[config.mk]
export PLATFORM = sky130hd
export DESIGN_NAME = fuzzy_sweep_driver
export DESIGN_NICKNAME = d
export VERILOG_FILES = /design/src/rtl/fuzzy_sweep_pkg.sv /design/src/rtl/fuzzy_sweep_driver.sv
export SDC_FILE = /design/constraint.sdc
export NUM_CORES = 1
export LEC_CHECK = 0
export ABC_AREA = 1
export CORE_MARGIN = 2
export CORE_UTILIZATION = 40
export CTS_CLUSTER_SIZE = 40
export DETAILED_ROUTE_END_ITERATION = 16
export SLEW_MARGIN = 20
export SYNTH_ARGS = -nofsm -noshare
export SYNTH_HDL_FRONTEND = slang
export SYNTH_SLANG_ARGS = --single-unit
[constraint.sdc]
create_clock -name clk_0 -period 2.4 [get_ports clk_0]
set_clock_uncertainty 0.05 [all_clocks]
set_input_delay 0.72 -clock clk_0 [delete_from_list [all_inputs] [get_ports clk_0]]
set_output_delay 0.72 -clock clk_0 [all_outputs]
set_load 0.05 [all_outputs]
[src/rtl/fuzzy_sweep_pkg.sv]
// rtl/fuzzy_sweep_pkg.sv - shared types, grid constants and input clamp for the fuzzy sweep driver
//
// Contents:
//   state_t    sweep FSM states
//   GRID_N     points per axis (indices 0..GRID_N-1)
//   CLAMP_LO   smallest value ever driven to the controller inputs
//   CLAMP_HI   largest value ever driven to the controller inputs
//   clamp_raw  maps a 9-bit raw grid value onto CLAMP_LO..CLAMP_HI
package fuzzy_sweep_pkg;

    localparam int         GRID_N   = 17;
    localparam logic [7:0] CLAMP_LO = 8'd1;
    localparam logic [7:0] CLAMP_HI = 8'd254;

    typedef enum logic [2:0] {
        ST_IDLE,
        ST_RST_DUT,
        ST_APPLY,
        ST_SETTLE,
        ST_VALID,
        ST_DONE
    } state_t;

    // The controller's membership functions misbehave at the rails, so the
    // sweep never drives exactly 0 or 255.
    function automatic logic [7:0] clamp_raw(input logic [8:0] raw);
        if (raw == 9'd0) begin
            return CLAMP_LO;
        end else if (raw >= 9'd255) begin
            return CLAMP_HI;
        end else begin
            return raw[7:0];
        end
    endfunction

endpackage

[src/rtl/fuzzy_sweep_driver.sv]
// rtl/fuzzy_sweep_driver.sv - walks a 17x17 input grid through a fuzzy controller and streams out captured results
//
// Parameters:
//   STEP     grid increment for both axes
//   SETTLE   cycles inputs are held before the controller output is captured
//   RST_CYC  cycles fz_rst is held at the start of a sweep
// Ports:
//   clk_0          clock, rising edge
//   Srst           synchronous active-high reset
//   start          launch one sweep (only looked at in IDLE)
//   Entrada_01     controller input, outer axis
//   Entrada_02     controller input, inner axis
//   EN_REGRAS      rule enable to the controller
//   fz_rst         controller reset
//   saida_defuzzy  controller output
//   res_valid      capture record valid
//   res_ready      consumer accepts the record
//   res_data       {Entrada_01, Entrada_02, saida_defuzzy}
//   busy           high whenever not IDLE
//   done           one-cycle pulse at sweep end
module fuzzy_sweep_driver
    import fuzzy_sweep_pkg::*;
#(
    parameter int STEP    = 16,
    parameter int SETTLE  = 14,
    parameter int RST_CYC = 2
) (
    input  logic        clk_0,
    input  logic        Srst,
    input  logic        start,
    output logic [7:0]  Entrada_01,
    output logic [7:0]  Entrada_02,
    output logic        EN_REGRAS,
    output logic        fz_rst,
    input  logic [7:0]  saida_defuzzy,
    output logic        res_valid,
    input  logic        res_ready,
    output logic [23:0] res_data,
    output logic        busy,
    output logic        done
);

    localparam int         CNT_W    = 16;
    localparam logic [4:0] LAST_IDX = 5'(GRID_N - 1);

    state_t           state;
    state_t           state_nxt;
    logic [4:0]       i_idx;
    logic [4:0]       j_idx;
    logic [4:0]       i_nxt;
    logic [4:0]       j_nxt;
    logic [CNT_W-1:0] cnt;
    logic [8:0]       raw_i;
    logic [8:0]       raw_j;
    logic             last_point;

    assign last_point = (i_idx == LAST_IDX) && (j_idx == LAST_IDX);

    // Raw grid values are formed from the indices the next APPLY will use.
    assign raw_i = 9'(i_nxt) * 9'(STEP);
    assign raw_j = 9'(j_nxt) * 9'(STEP);

    always_comb begin
        state_nxt = state;
        i_nxt     = i_idx;
        j_nxt     = j_idx;
        case (state)
            ST_IDLE: begin
                if (start) begin
                    state_nxt = ST_RST_DUT;
                    i_nxt     = '0;
                    j_nxt     = '0;
                end
            end
            ST_RST_DUT: begin
                if (cnt == CNT_W'(RST_CYC - 1)) begin
                    state_nxt = ST_APPLY;
                end
            end
            ST_APPLY: begin
                state_nxt = ST_SETTLE;
            end
            ST_SETTLE: begin
                if (cnt == CNT_W'(SETTLE - 1)) begin
                    state_nxt = ST_VALID;
                end
            end
            ST_VALID: begin
                // res_valid is high for the whole of VALID, so ready alone
                // completes the handshake.
                if (res_ready) begin
                    if (last_point) begin
                        state_nxt = ST_DONE;
                    end else begin
                        state_nxt = ST_APPLY;
                        if (j_idx == LAST_IDX) begin
                            j_nxt = '0;
                            i_nxt = i_idx + 5'd1;
                        end else begin
                            j_nxt = j_idx + 5'd1;
                        end
                    end
                end
            end
            ST_DONE: begin
                state_nxt = ST_IDLE;
            end
            default: begin
                state_nxt = ST_IDLE;
            end
        endcase
    end

    always_ff @(posedge clk_0) begin
        if (Srst) begin
            state      <= ST_IDLE;
            i_idx      <= '0;
            j_idx      <= '0;
            cnt        <= '0;
            Entrada_01 <= '0;
            Entrada_02 <= '0;
            res_data   <= '0;
            res_valid  <= 1'b0;
            busy       <= 1'b0;
            done       <= 1'b0;
            fz_rst     <= 1'b0;
            EN_REGRAS  <= 1'b0;
        end else begin
            state <= state_nxt;
            i_idx <= i_nxt;
            j_idx <= j_nxt;
            // Dwell counter restarts on every state change.
            cnt   <= (state_nxt != state) ? '0 : cnt + CNT_W'(1);

            if (state_nxt == ST_APPLY) begin
                Entrada_01 <= clamp_raw(raw_i);
                Entrada_02 <= clamp_raw(raw_j);
            end

            if ((state == ST_SETTLE) && (state_nxt == ST_VALID)) begin
                res_data <= {Entrada_01, Entrada_02, saida_defuzzy};
            end

            // Outputs decode the upcoming state so they are registered yet
            // aligned with the state they describe.
            res_valid <= (state_nxt == ST_VALID);
            busy      <= (state_nxt != ST_IDLE);
            done      <= (state_nxt == ST_DONE);
            fz_rst    <= (state_nxt == ST_RST_DUT);
            EN_REGRAS <= (state_nxt == ST_APPLY) || (state_nxt == ST_SETTLE) ||
                         (state_nxt == ST_VALID);
        end
    end

endmodule

==> metrics.txt <==
Crit path arrival time roughly 1.6 ns; crit share post-route 0.970; Crit path largest cell delay around 0.82 ns; initial antenna violation count 0; register area share after synthesis 0.406; CP Cell Sequence clkdlybuf4s50_1; leak pwr 1.72 nW; Die ar. approximately 9000 sq um; worst-margin pin slew 0.524 ns; Final ANT Viol Nets 0; H-tree depth 3; headroom to the max-slew limit 0.650; syn nets approximately 450; worst hold slack 0.392 ns; mux contribution to synthesized area 0; DP Wirelength ~5.4 mm; final wirelength just over 7 mm; CP max-delay cell clkdlybuf4s50_1; CTS root buffer clkbuf_8; Compound-Gate Fraction of Synth Area 0.112; status finished clean; global-route wire length before repair 11.9 mm; Worst Hold Class reg2reg; DR vias between 2,000 and 3,000; Worst VDD drop 550 uV; WL/cell between 10 and 15 microns; crit start category flop; Initial Utilization 0.417; CP max FO 5; Filler cells 759; Yosys cell types 35; RSZ-0062 raised after global routing no; Final setup viols 0; CP top delay family buffers and inverters; postcts setup bufs 0; largest net degree at the start of global routing 41; post-synthesis instance area 3260 sq um; syn_area_per_cell ~7.5 sq um; Antenna Cells 0; Die Height approximately 94 microns; DR vias/cell 4.65; share of layout cells above drive strength 1 0.150; CTS tree done; number of global-route vias before repair 2,548; Ports 57; Buffers on Ports 56; largest family of logic cells by synthesized area simple AND/OR/NAND/NOR gates; post-synthesis xor/xnor area fraction 0.0323; CP Class reg2out; Pre-antenna DRT Iters 7; Critical Path RT 1.63 ns; Clock transition at path regs 0.07 ns; GRT Overall Usage 0.172; Storage cell area approximately 1300 sq um; CP Buf/Inv Count 1; GP Congestion 0.881; final net count 519; post-synthesis simple-gate area fraction 0.315; Fin Setup TNS 0 ns; Final Hold Fails 0; synth warn 0; f_max between 400 and 500 MHz; remaining design rule violation count 0; area delta synth->final 30.0%; number of max-cap violations 0; later-pin clock latency in the skew report 0.35 ns; 1st-iter DRT viols 97; die outline width 94.2 microns; FP Rows 32; clock sinks 66; CTS Hold Bufs 0; crit end category output pin; Cells after Synth 434; core area 7810 sq um; Clock Path Buffers 2; Post-Synth Adder-Cell Area 0.0231; multi-input logic area 1570 sq um; fin crit period ~2.3 ns; pwr dens 722 nW/um^2; Inserted Clock Buffers 9; Seq cells post-synth 66; GR Overflow Total 0; Max Slew Vio Count 0
flip-flops by register name (all words and copies together) (netlist names), 3 cells and up:
name,flops
cnt,16
Entrada_02,6
i_idx,5
state,3
res_data,20
j_idx,5
Entrada_01,6
area by class of cell:
type,count,area share
multi-input combinational,286,0.371
sequential,66,0.312
timing repair buffer,76,0.179
inverter,62,0.0562
clock buffer,10,0.0302
tap,102,0.0302
clock inverter,6,0.0210
through the flow:
| step | utilization | total power [mW] | worst slack [ns] | std cells | cell area (sq um) |
|---|---|---|---|---|---|
| final | 0.542 | 3.05 | 0.0724 | 608 | 4230 |
| after global routing | 0.542 | 3.19 | 0.00895 | 608 | 4230 |
| after floorplan | - | 1.78 | 0.534 | 434 | 3260 |
| after detailed placement | 0.513 | 2.05 | 0.00666 | 592 | 4010 |
| after global placement | 0.513 | 2.05 | 0.0334 | 592 | 4010 |
| after CTS | 0.541 | 3.09 | 0.0347 | 608 | 4220 |
per-layer routing:
| metal | wire length (microns) | GRT usage |
|---|---|---|
| met1 | 3510 | 0.221 |
| met3 | 278 | 0.0337 |
| met5 | 0 | 0 |
| met4 | 153 | 0.0809 |
| met2 | 3340 | 0.277 |
power breakdown:
| group | leakage, nW | internal, mW | switching [mW] |
|---|---|---|---|
| Combinational | 1.08 | 0.296 | 0.512 |
| Sequential | 0.534 | 1.16 | 0.0501 |
| Clock | 0.103 | 0.587 | 0.450 |
| Total | 1.72 | 2.04 | 1.01 |
path summary, 6_finish.rpt:
kind                 start            end  slack [ns]  cells after the start
max          Entrada_02[3]  Entrada_02[1]        0.07                      1
min            res_data[0]    res_data[0]        0.39                      2
max reg2reg       j_idx[0]         cnt[2]        0.39                     13
min reg2reg    res_data[0]    res_data[0]        0.39                      2
logic make-up (layout without fill, tap and decap cells):
| family | count (synthesis) | after routing |
|---|---|---|
| buffers and inverters | 82 | 154 |
| xor gates and xnor gates | 12 | 12 |
| adders and majority gates | 6 | 6 |
| and+or+nand+nor | 199 | 199 |
| DFF | 66 | 66 |
| AOI/OAI and AO/OA | 69 | 69 |
cells in the mapped netlist (all sizes together):
| library cell | number | area, sq um |
|---|---|---|
| clkbuf | 9 | 33.8 |
| and3 | 1 | 6.26 |
| nand3 | 22 | 140 |
| o21ai | 38 | 194 |
| a21oi | 29 | 156 |
| buf | 11 | 92.6 |
| dfxtp | 66 | 1320 |
| nor2 | 77 | 415 |
| nor3 | 8 | 51.3 |
| or2 | 2 | 12.5 |
| ha | 6 | 75.1 |
| xnor2 | 2 | 17.5 |
| nor4 | 1 | 6.26 |
| a31oi | 1 | 6.26 |
| inv | 62 | 238 |
| nand2 | 81 | 345 |
| nand4 | 6 | 37.5 |
| o211ai | 1 | 7.51 |
| xor2 | 10 | 87.6 |
| nor3b | 1 | 12.5 |
placed cells by master, fill, tap and decap left out, drive strengths merged:
cell | synthesis | final
a21oi | 29 | 29
a31oi | 1 | 1
and3 | 1 | 1
buf | 11 | 20
bufinv | 0 | 2
clkbuf | 9 | 10
clkdlybuf4s50 | 0 | 52
clkinv | 0 | 1
clkinvlp | 0 | 2
dfxtp | 66 | 66
dlymetal6s2s | 0 | 4
ha | 6 | 6
inv | 62 | 63
nand2 | 81 | 81
nand3 | 22 | 22
nand4 | 6 | 6
nor2 | 77 | 77
nor3 | 8 | 8
nor3b | 1 | 1
nor4 | 1 | 1
o211ai | 1 | 1
o21ai | 38 | 38
or2 | 2 | 2
xnor2 | 2 | 2
xor2 | 10 | 10
what timing repair did:
item,4_1_cts,5_1_grt
gates resized for setup,0,4
hold endpoints to repair,0,0
endpoints found under the setup margin,0,4
Power figures use the tool's default switching activity.
==> variant 1: new RTL, same settings <==
Change the localparam `CNT_W` from 16 to 24.
--- a/src/rtl/fuzzy_sweep_driver.sv
+++ b/src/rtl/fuzzy_sweep_driver.sv
@@ -42,3 +42,3 @@
 
-    localparam int         CNT_W    = 16;
+    localparam int         CNT_W    = 24;
     localparam logic [4:0] LAST_IDX = 5'(GRID_N - 1);
Function: no difference found for any inputs over 10 cycles, from zero or initial values and one cycle with Srst high; that may be too few to reach the edited logic, so the function may still have changed.
==> variant 1 against the unedited design <==
  * Cell area grew 9.5%
  * Sequential share of layout area increased by 0.74 points
  * Count of clock-buffer cells in the layout is 1 lower
  * Routed wire length is 16% higher
  * Final cell count grew 14%
  * Sequential cell count grew 8
  * Area after synthesis up 12%
  * Combinational power shrank 36%
  * First-iteration DRC count rose by 19%
  * Power down 0.55%
  * Critical path depth unchanged
  * Worst setup slack got worse by 0.027 ns
  * Synthesized cell count increased by 19%
==> variant 1: results (changes against the unedited design) <==
| Metric | Value |
|---|---|
| All-layer global routing usage | 17.9% (+0.66 points) |
| Sequential element share of the synthesized area | 40.4% (-0.13 points) |
| Slew of the pin with the lowest slew margin | 0.529 ns (+0.00510 ns) |
| Outcome | finished, final reports clean |
| First DRT Iteration DRCs | 115 (+19%) |
| Arr. time, crit path | 1.58 ns (+0.02 ns) |
| Met2 GRT Util | 25.8% (-2.0 points) |
| Met3 wirelength from detailed routing | 457 um (+64%) |
| Non-CTS inverters | 65 (+4.8%) |
| Total detailed-routing wirelength | 8470 um (+16%) |
| Number of global-route vias before repair | 3037 (+19%) |
| Met1 capacity usage during global routing | 26.6% (+4.4 points) |
| Sequential cell area | 1480 sq um (+12%) |
| Pre-CTS setup slack | -0.0426 ns (-0.0493 ns) |
| Share of the synthesized area in compound gates (AO/OA/AOI/OAI) | 7.79% (-3.4 points) |
| Global-route wire length before repair | 14400 um (+21%) |
| Largest registers in the final layout | cnt: 24 flops, res_data: 20 flops |
| Net count after synthesis | 536 (+19%) |
| Worst Min Path Start | res_data[5] |
| Number of register bits inferred by synthesis | 74 (+12%) |
| Routed vias/inst | 4.73 (+1.6%) |
| Layout multi-input combinational cell count | 358 (+25%) |
| Combined area of the multi-input logic cells | 1810 sq um (+15%) |
| Area enclosed by the die boundary | 9940 sq um (+12%) |
| Synthesized-area fraction occupied by adder cells | 2.05% (-0.26 points) |
| NumNets Final | 598 (+15%) |
| Reg2reg setup slack | 0.33 ns (-0.06 ns) |
| Met2 Routed Length | 3420 um (+2.4%) |
| WHS | 0.436 ns (+0.0437 ns) |
| Worst Reg-to-Reg Cells | 12 (-1) |
| DRT Pass-1 Iters | 6 (-1) |
| IR Drop Worst-Case VDD | 0.000394 V (-28%) |
| Post-detailed-placement cell area | 4380 sq um (+9.2%) |
variant 1: changes by cell type after synthesis, moves of 8 or more:
| cell | unedited run | this run |
|---|---|---|
| nor2_2 | 2 | 23 |
| nand4_1 | 6 | 16 |
| dfxtp_1 | 66 | 74 |
| nand2_1 | 72 | 88 |
| nand3_1 | 19 | 29 |
| nor2_4 | 14 | 2 |
| nor2_1 | 60 | 92 |
| a21oi_1 | 28 | 16 |
variant 1: how the worst max path moves through the flow:
| stage | startpoint | to | slack [ns] | cells past startpoint |
|---|---|---|---|---|
| floorplan | res_ready | cnt[16] | 0.54 | 10 |
| global placement | res_ready | Entrada_01[4] | -0.03 | 8 |
| detailed placement | res_ready | Entrada_01[4] | -0.04 | 8 |
| CTS | Entrada_01[3] | Entrada_01[1] | 0.02 | 1 |
| global route | Entrada_01[3] | Entrada_01[3] | 0.007 | 1 |
| finish | Entrada_02[0] | Entrada_02[0] | 0.05 | 1 |
==> variant 2: new RTL, same settings <==
Without the edit above. One comparison of `j_idx` changes from == to >=.
--- a/src/rtl/fuzzy_sweep_driver.sv
+++ b/src/rtl/fuzzy_sweep_driver.sv
@@ -95,3 +95,3 @@
                         state_nxt = ST_APPLY;
-                        if (j_idx == LAST_IDX) begin
+                        if (j_idx >= LAST_IDX) begin
                             j_nxt = '0;
Behaviour: no difference found for any inputs over 10 cycles, from zero or initial values and one cycle with Srst high; that may be too few to reach the edited logic, so the function may still have changed.
==> variant 2 against the unedited design <==
  * Power is 4.6% lower
  * Register-to-register slack better by 0.06 ns
  * First-iteration DRC count shrank 1.0%
  * Worst setup slack worse by 0.022 ns
  * Area after synthesis is 0.96% lower
  * Cell area fell by 1.2%
  * Routed wire length down 4.1%
  * Sequential cell count stayed put
  * Critical endpoint is now Entrada_01[1]
==> variant 2: results (changes against the unedited design) <==
| Metric | Value |
|---|---|
| Largest net degree at the start of global routing | 42 (+2.4%) |
| WHS | 0.394 ns (+0.00220 ns) |
| Outcome | finished, final reports clean |
| Met3 wirelength from detailed routing | 262 um (-5.8%) |
| Total detailed-routing wirelength | 6980 um (-4.1%) |
| Hold bufs inserted after CTS | 0 (unchanged) |
| Global-route wire length before repair | 11700 um (-2.0%) |
| GPL Wtd Cong | 0.842 (-4.4%) |
| Slew of the pin with the lowest slew margin | 0.518 ns (-0.00592 ns) |
| Worst Min Path Start | res_data[5] |
| Pre-CTS setup slack | -0.0720 ns (-0.0786 ns) |
| Fmax achieved | 426 MHz (-0.94%) |
| Number of global-route vias before repair | 2609 (+2.4%) |
| Area contributors post-synth | dfxtp_1 (41%), nand2_1 (11%), inv_1 (6.4%) |
| Arr. time, crit path | 1.58 ns (+0.02 ns) |
| Number of antenna violations at the first check in global routing | 0 (unchanged) |
| NumNets Final | 529 (+1.9%) |
| Cell types with the highest counts after synthesis | nand2_1 (93), dfxtp_1 (66), inv_1 (55), nor2_1 (55), a21oi_1 (32) |
| Reg2Reg Capture Point | cnt[13] |
| Met1 capacity usage during global routing | 22.4% (+0.25 points) |
| Met2 Routed Length | 3180 um (-4.8%) |
| Net count after synthesis | 465 (+2.9%) |
| Antenna Diode Count | 0 (unchanged) |
| Proportion of layout cells with a drive suffix above 1 | 13.2% (-1.8 points) |
| Met2 GRT Util | 25.8% (-1.9 points) |
| All-layer global routing usage | 16.8% (-0.44 points) |
| IR Drop Worst-Case VDD | 0.000453 V (-18%) |
| Post-detailed-placement cell area | 3960 sq um (-1.3%) |
| Total via count after detailed routing | 2874 (+1.6%) |
| Sequential element share of the synthesized area | 41.0% (+0.39 points) |
| P_leak | 1.79 nW (+4.5%) |
| DR WL/cell | 11.3 um (-5.6%) |
| Met3 Resource Use GR | 3.77% (+0.40 points) |
| First DRT Iteration DRCs | 96 (-1.0%) |
| Buffer type at the clock tree root | clkbuf_8 |
| DRT Pass-1 Iters | 5 (-2) |
| Reg2reg setup slack | 0.45 ns (+0.06 ns) |
| Number of distinct library cells after synthesis | 30 (-14%) |
| Worst-case hold path end point | res_data[5] |
| Gate Count Post-Synth | 447 (+3.0%) |
-- variant 2: cell count changes in the layout (fill, tap and decap cells not counted), moves of 2 or more --
cell	change
o21ai_0	-13
nor2_4	-4
nand3_4	-2
nand3_2	+2
nand2_2	-3
nand4_1	+3
nand2_1	+21
nand3_1	+10
a21oi_1	+4
inv_2	+4
nor2_1	-5
nor3_1	-3
o21ai_1	+2
-- variant 2: cell type report --
type	instances	area, sq um
clock buffers	10	128
clock inverters	6	88.8
fillers	773	3580
inverters	66	249
multi-input cells	293	1520
flip-flops and latches	66	1320
well taps	102	128
repair buffers	75	753
-- variant 2: cell families (layout without fill, tap and decap cells) --
| family | after synthesis | after routing | share of synthesized area (%) |
|---|---|---|---|
| adder cells (fa/ha/maj) | 6 | 6 | 2.33 |
| AND/OR/NAND/NOR | 213 | 213 | 31.4 |
| buffers and inverters | 88 | 157 | 12.0 |
| XOR/XNOR | 14 | 14 | 3.80 |
| flip-flops | 66 | 66 | 41.0 |
| AO/OA/AOI/OAI | 60 | 60 | 9.50 |
-- variant 2: worst max-delay path by stage --
stage,depth (start not counted),startpoint,to
2_1_floorplan,8,res_ready,cnt[14]
3_3_place_gp,11,res_ready,Entrada_01[0]
3_5_place_dp,11,res_ready,Entrada_01[0]
4_1_cts,1,Entrada_01[3],Entrada_01[1]
5_1_grt,1,Entrada_01[3],Entrada_01[1]
6_report,1,Entrada_01[3],Entrada_01[1]
-- variant 2: power by group --
| group | switching [W] | internal (W) |
|---|---|---|
| Clock | 0.000442 | 0.000587 |
| Sequential | 0.0000424 | 0.00115 |
| Combinational | 0.000436 | 0.000260 |
-- variant 2: tightest hold or removal path: stages, from the launching register on --
cell and delay (ns):
dfxtp_1 0.31, inv_1 0.04, a21oi_1 0.05
